**src/rtl/pwm_params_pkg.sv**
```systemverilog
// Constants shared by the PWM generator and capture ends of the servo-style PWM link.
package pwm_params;

    localparam int unsigned PWM_WINDOW  = 2000000;  // frame length, clk cycles
    localparam int unsigned PWM_OFFSET  = 50000;    // high time for duty code 0
    localparam int unsigned PWM_STEP    = 2000;     // high-time increment per code
    localparam int unsigned PWM_PER_TOL = 20000;    // accepted |period - window|
    localparam int unsigned PWM_TIMEOUT = 4000000;  // edge-free cycles before loss
    localparam int unsigned PWM_CNT_W   = 23;       // counter width, holds TIMEOUT

    localparam int unsigned DUTY_W   = 7;
    localparam int unsigned DUTY_MAX = 99;

    typedef enum logic [1:0] {
        SEEK = 2'd0,
        HIGH = 2'd1,
        LOW  = 2'd2
    } cap_state_t;

    // Saturate a raw quotient to the largest legal duty code
    function automatic logic [DUTY_W-1:0] clamp_duty(input logic [31:0] q);
        return (q > 32'(DUTY_MAX)) ? DUTY_W'(DUTY_MAX) : DUTY_W'(q);
    endfunction

endpackage

```
**src/rtl/pwm_capture_seq_divider.sv**
```systemverilog
// Restoring sequential divider: W-bit dividend by a constant divisor, one quotient bit per cycle.
// done stays high with the quotient held until the next start or an abort.
module seq_divider #(
    parameter int unsigned W       = 23,
    parameter int unsigned DIVISOR = 2000
) (
    input  logic         clk,
    input  logic         reset,
    input  logic         start,
    input  logic         abort,
    input  logic [W-1:0] dividend,
    output logic         busy,
    output logic         done,
    output logic [W-1:0] quotient
);

    localparam int unsigned IW  = $clog2(W + 1);
    localparam int unsigned WP1 = W + 1;
    localparam logic [W:0]  DIV_C = WP1'(DIVISOR);

    logic [W-1:0]  rem;
    logic [IW-1:0] iter;
    logic [W:0]    trial;
    logic          fits;

    // Partial remainder with the next dividend bit shifted in
    assign trial = {rem, quotient[W-1]};
    assign fits  = (trial >= DIV_C);

    // Iteration: quotient register doubles as the dividend shift register
    always_ff @(posedge clk or posedge reset) begin
        if (reset) begin
            rem      <= '0;
            quotient <= '0;
            iter     <= '0;
            busy     <= 1'b0;
            done     <= 1'b0;
        end else if (abort) begin
            iter <= '0;
            busy <= 1'b0;
            done <= 1'b0;
        end else if (start) begin
            rem      <= '0;
            quotient <= dividend;
            iter     <= IW'(W);
            busy     <= 1'b1;
            done     <= 1'b0;
        end else if (busy) begin
            rem      <= fits ? W'(trial - DIV_C) : W'(trial);
            quotient <= {quotient[W-2:0], fits};
            iter     <= iter - IW'(1);
            if (iter == IW'(1)) begin
                busy <= 1'b0;
                done <= 1'b1;
            end
        end
    end

endmodule

```
**src/rtl/pwm_capture.sv**
```systemverilog
// Measures an incoming servo-style PWM wave and recovers the duty code it carries.
module pwm_capture
    import pwm_params::*;
#(
    parameter int unsigned WINDOW  = PWM_WINDOW,
    parameter int unsigned OFFSET  = PWM_OFFSET,
    parameter int unsigned STEP    = PWM_STEP,
    parameter int unsigned PER_TOL = PWM_PER_TOL,
    parameter int unsigned TIMEOUT = PWM_TIMEOUT,
    parameter int unsigned CNT_W   = PWM_CNT_W
) (
    input  logic              clk,
    input  logic              reset,
    input  logic              pwm_in,
    output logic [DUTY_W-1:0] duty_cycle,
    output logic              valid,
    output logic              period_err,
    output logic              no_signal
);

    localparam logic [CNT_W-1:0] TIMEOUT_C = CNT_W'(TIMEOUT);
    localparam logic [CNT_W-1:0] PER_MIN_C = CNT_W'(WINDOW - PER_TOL);
    localparam logic [CNT_W-1:0] PER_MAX_C = CNT_W'(WINDOW + PER_TOL);
    localparam logic [CNT_W-1:0] OFFSET_C  = CNT_W'(OFFSET);
    localparam logic [CNT_W-1:0] HALF_C    = CNT_W'(STEP / 2);
    localparam logic [CNT_W-1:0] ONE_C     = CNT_W'(1);

    logic              sync_a;
    logic              sync_b;
    logic              sync_d;
    logic              rise;
    logic              fall;

    cap_state_t        state;
    cap_state_t        state_nx;

    logic [CNT_W-1:0]  per_cnt;
    logic [CNT_W-1:0]  hi_cnt;
    logic [CNT_W-1:0]  dividend;
    logic [CNT_W-1:0]  quotient;
    logic              period_ok;
    logic              timed_out;

    logic              frame_start;
    logic              div_start;
    logic              div_abort;
    logic              div_busy;
    logic              div_done;

    logic [DUTY_W-1:0] duty_nx;
    logic              valid_nx;
    logic              period_err_nx;
    logic              no_signal_nx;

    // Two-stage synchroniser plus edge delay; resets high so a pulse already in
    // progress at reset release is not mistaken for a rising edge
    always_ff @(posedge clk or posedge reset) begin
        if (reset) begin
            sync_a <= 1'b1;
            sync_b <= 1'b1;
            sync_d <= 1'b1;
        end else begin
            sync_a <= pwm_in;
            sync_b <= sync_a;
            sync_d <= sync_b;
        end
    end

    assign rise      = sync_b & ~sync_d;
    assign fall      = ~sync_b & sync_d;
    assign period_ok = (per_cnt >= PER_MIN_C) && (per_cnt <= PER_MAX_C);
    assign timed_out = (per_cnt >= TIMEOUT_C);

    // Rise-to-rise period and rise-to-fall high time; both restart at 1 on the
    // opening rise so each holds an exact cycle count on its closing edge
    always_ff @(posedge clk or posedge reset) begin
        if (reset) begin
            per_cnt <= '0;
            hi_cnt  <= '0;
        end else if (state_nx == SEEK) begin
            per_cnt <= '0;
            hi_cnt  <= '0;
        end else if (frame_start) begin
            per_cnt <= ONE_C;
            hi_cnt  <= ONE_C;
        end else begin
            if (per_cnt != TIMEOUT_C) begin
                per_cnt <= per_cnt + ONE_C;
            end
            if ((state == HIGH) && (hi_cnt != TIMEOUT_C)) begin
                hi_cnt <= hi_cnt + ONE_C;
            end
        end
    end

    // Offset-removed high time with half a step added so floor division rounds to nearest
    always_comb begin
        dividend = '0;
        if (hi_cnt >= OFFSET_C) begin
            dividend = hi_cnt - OFFSET_C + HALF_C;
        end
    end

    seq_divider #(
        .W       (CNT_W),
        .DIVISOR (STEP)
    ) u_div (
        .clk      (clk),
        .reset    (reset),
        .start    (div_start),
        .abort    (div_abort),
        .dividend (dividend),
        .busy     (div_busy),
        .done     (div_done),
        .quotient (quotient)
    );

    // State register and registered outputs
    always_ff @(posedge clk or posedge reset) begin
        if (reset) begin
            state      <= SEEK;
            duty_cycle <= '0;
            valid      <= 1'b0;
            period_err <= 1'b0;
            no_signal  <= 1'b1;
        end else begin
            state      <= state_nx;
            duty_cycle <= duty_nx;
            valid      <= valid_nx;
            period_err <= period_err_nx;
            no_signal  <= no_signal_nx;
        end
    end

    // Next state, frame accept/reject and divider control
    always_comb begin
        state_nx      = state;
        frame_start   = 1'b0;
        div_start     = 1'b0;
        div_abort     = 1'b0;
        duty_nx       = duty_cycle;
        valid_nx      = 1'b0;
        period_err_nx = 1'b0;
        no_signal_nx  = no_signal;

        case (state)
            SEEK: begin
                if (rise) begin
                    state_nx    = HIGH;
                    frame_start = 1'b1;
                end
            end

            HIGH: begin
                if (timed_out) begin
                    state_nx     = SEEK;
                    no_signal_nx = 1'b1;
                    div_abort    = 1'b1;
                end else if (fall) begin
                    state_nx  = LOW;
                    div_start = 1'b1;
                end
            end

            LOW: begin
                if (timed_out) begin
                    state_nx     = SEEK;
                    no_signal_nx = 1'b1;
                    div_abort    = 1'b1;
                end else if (rise) begin
                    state_nx    = HIGH;
                    frame_start = 1'b1;
                    if (period_ok && div_done) begin
                        duty_nx      = clamp_duty(32'(quotient));
                        valid_nx     = 1'b1;
                        no_signal_nx = 1'b0;
                    end else begin
                        // Bad period or a glitch rise before the divider finished
                        period_err_nx = 1'b1;
                        div_abort     = div_busy;
                    end
                end
            end

            default: begin
                state_nx = SEEK;
            end
        endcase
    end

endmodule

```
**config.mk**
```make
export PLATFORM = sky130hd
export DESIGN_NAME = pwm_capture
export DESIGN_NICKNAME = d
export VERILOG_FILES = /design/src/rtl/pwm_params_pkg.sv /design/src/rtl/pwm_capture_seq_divider.sv /design/src/rtl/pwm_capture.sv
export SDC_FILE = /design/constraint.sdc
export NUM_CORES = 1
export LEC_CHECK = 0
export ABC_AREA = 0
export BUFFER_PORTS_ARGS = -buffer_cell sky130_fd_sc_hd__buf_2
export CORE_MARGIN = 1.5
export CORE_UTILIZATION = 60
export CTS_CLUSTER_SIZE = 10
export DETAILED_ROUTE_END_ITERATION = 10
export PLACE_DENSITY = 0.8
export SYNTH_ARGS = -nofsm -noshare
export SYNTH_HDL_FRONTEND = slang
export SYNTH_HIERARCHICAL = 1
export SYNTH_SLANG_ARGS = --single-unit
```
**constraint.sdc**
```tcl
create_clock -name clk -period 6.2 [get_ports clk]
set_input_delay 0.31 -clock clk [delete_from_list [all_inputs] [get_ports clk]]
set_output_delay 0.31 -clock clk [all_outputs]
set_load 0.03 [all_outputs]
```
==> metrics <==
Synth area leaders dfrtp_1, nor2_1, xnor2_1, nand2_1, xor2_1; die area 12100 µm²; Routed wire per std cell 16.5 µm; GPL Wtd Cong 0.945; CP max stage delay 0.67 ns; Worst Setup EP u_div/rem[18]; GR met1 Demand/Resource 33.9%; port bufs 12; met3 Use GR 7.35%; number of enable flip-flop cells after synthesis 0; crit path buf inv count 0; launch point of the worst reg-to-reg path per_cnt[8]; status finished clean; TritonCTS Sinks 114; chip width 110 µm; DRC Markers 0; Longest Clk Path Bufs 2; DRT Wirelength 14500 µm; Detail Placement HPWL 9700 µm; final setup TNS 0 ns; gr usage total 26.3%; critical path cell sequence and4b_2, nand3_1, o21bai_1, a21oi_1, o21ai_0, o21bai_4, nand2b_1, o21ai_0, or3_1; CP Capture Type register; P&R area growth vs syn 8.18%; crit path max-delay cell type o21ai_0; core area 11000 µm²; Tightest Pin Transition 1.11 ns; CP max FO 32; synth warn 6; Yosys top cell by area dfrtp_1; CTS resizes 0; critical path depth 9; Overflow after GRT 0; 1st-iter DRT viols 413; Std-Cell Rows 38; Final Hold Viols 0; initial antenna violation count 0; clk_lat worst skew 0.41 ns; reg-to-reg setup timing slack 2.54 ns; Max IR drop VDD 0.226 mV; CTS HTree Levels 4; Hold Crit Class input pin to async pin; predominant post-synthesis flop cell dfrtp_1; GR Layer Usage met2 42.1%; crit path from per_cnt[8]; number of distinct library cells after synthesis 84; Tmin final 3.66 ns; Slew Viols, Final 0; Tcrit/Tclk final 59.0%; Worst Clk Skew 0.00901 ns; Vias/cell 6.05; max frequency 274 MHz; Arr. time, crit path 3.94 ns; clock transition at the registers of the reported paths 0.05 ns; via count 5352; CTS root buffer clkbuf_16; static leakage 3.16 nW; post-synthesis sequential area ratio 41.7%; first-pass GRT wire length 24600 µm; Layout Nets 748; RSZ-0062 raised after global routing no; # fillers 811; Async SR Flop Fraction 100%; Worst R2R End u_div/rem[18]; Synth Register Bits 114; PD cells 307 nW/µm²; Max transition margin 25.8%; DR pass1 iterations 5; GR peak layer met2; pin count of the biggest net entering global routing 62; mapped cell area 6850 µm²; setup violators final 0; Synth Instances 735; TritonCTS clock tree built; post-route ant nets 0; R2R cell count 9; Worst Path Required 6.48 ns; Starting Density 62.4%; ant diodes 0; average size of a mapped cell 9.32 µm²; vias in the first global route 5186; CTS Buf Count 17; top cell type's share of synthesized area 40.2%; cell mode on critical path o21ai_0; max cap viols 0; WHS 0.114 ns; Top Ports 13; Top delay family on crit path compound AO/OA/AOI/OAI gates; Startpoint Class register; layout cells sized above 1 13.8%; Die Y 110 µm; net count after synthesis 752; critical path class register to register
-- layout by cell type (no fill, tap or decap), drive strengths merged, types with 14 or more instances in the layout --
cell type    n
inv         34
mux2i       27
nand2       75
xnor2       33
nor3        21
nor4        16
xor2        32
clkbuf      27
dfrtp      110
nand4       17
nand3       33
buf         18
ha          14
a21oi       21
o21ai       49
nor2       100
-- stage by stage --
| stage | setup WS [ns] | cells | instance area [µm²] | total power, mW | utilization [%] |
|---|---|---|---|---|---|
| after floorplan | 3.29 | 735 | 6850 | 1.29 | - |
| after global placement | 2.76 | 851 | 6830 | 1.32 | 62.2 |
| after detailed placement | 2.63 | 851 | 6830 | 1.34 | 62.2 |
| after CTS | 2.59 | 884 | 7410 | 2.29 | 67.5 |
| after global routing | 2.22 | 884 | 7410 | 2.38 | 67.5 |
| final | 2.54 | 884 | 7410 | 2.27 | 67.5 |
-- flip-flops by register name, indices dropped and copies added (netlist names) --
name,count
u_div/quotient,23
sync_b,1
hi_cnt,23
u_div/rem,23
sync_a,1
period_err,1
duty_cycle,7
per_cnt,23
state,2
no_signal,1
sync_d,1
valid,1
u_div/busy,1
u_div/iter,5
u_div/done,1
-- worst min path at each step --
| stage | endpoint | slack [ns] | depth (start not counted) |
|---|---|---|---|
| finish | period_err | 0.11 | 3 |
| global route | per_cnt[20] | 0.20 | 3 |
| CTS | valid | 0.16 | 3 |
| detailed placement | sync_b | 0.35 | 0 |
| global placement | sync_b | 0.35 | 0 |
| floorplan | sync_a | 0.31 | 0 |
-- layer usage --
metal | up-vias | wire, µm
met2 | 148 | 7310
met5 | - | 0
met3 | 24 | 588
met4 | 0 | 244
met1 | 2621 | 6400
li1 | 2559 | -
-- cells by family (layout without fill, tap and decap cells) --
group                      Yosys count  count (layout)  share of synthesized area (%)
muxes                               28              28                           4.11
and+or+nand+nor                    314             314                           24.1
AOI/OAI and AO/OA                  124             124                           12.8
adders and majority gates           14              14                           2.56
DFF                                114             114                           41.7
buffers and inverters               76              85                           6.45
xor gates and xnor gates            65              65                           8.31
-- repair_timing --
action                    in CTS  in global routing
hold endpoints to repair       1                  0
setup buffers                  0                  0
hold buffers                   1                  0
-- cells in the mapped netlist, drive strengths merged, types with 6 or more instances --
library cell    n
nand4          17
inv            34
buf            23
a21oi          21
or4             8
xnor2          33
o21ai          49
or3             6
nor3           21
ha             14
nand3          33
and3            6
nor4           16
nor2          100
xor2           32
a22o            7
a32oi           7
mux2i          27
dfrtp         110
clkbuf         18
nand2          75
-- final cells by class --
class	instances	area, µm²	share of cell area, %
flip-flops and latches	114	2860	38.6
inverters	34	128	1.72
multi-input cells	545	3560	48.1
well taps	140	175	2.36
repair buffers	19	115	1.55
clock inverters	5	50.0	0.675
clock buffers	27	523	7.06
-- worst reg2reg max path, stage by stage, from the launching register on --
cell and delay (ns):
dfrtp_1 0.49, and4b_2 0.33, nand3_1 0.09, o21bai_1 0.29
a21oi_1 0.17, o21ai_0 0.67, o21bai_4 0.48, nand2b_1 0.54
o21ai_0 0.17, or3_1 0.32
-- power breakdown --
group,internal (mW),switching (mW)
registers,0.787,0.0486
clock network,0.612,0.320
logic,0.148,0.359
total,1.55,0.727
Note: power is estimated with default switching activity, not from simulation.
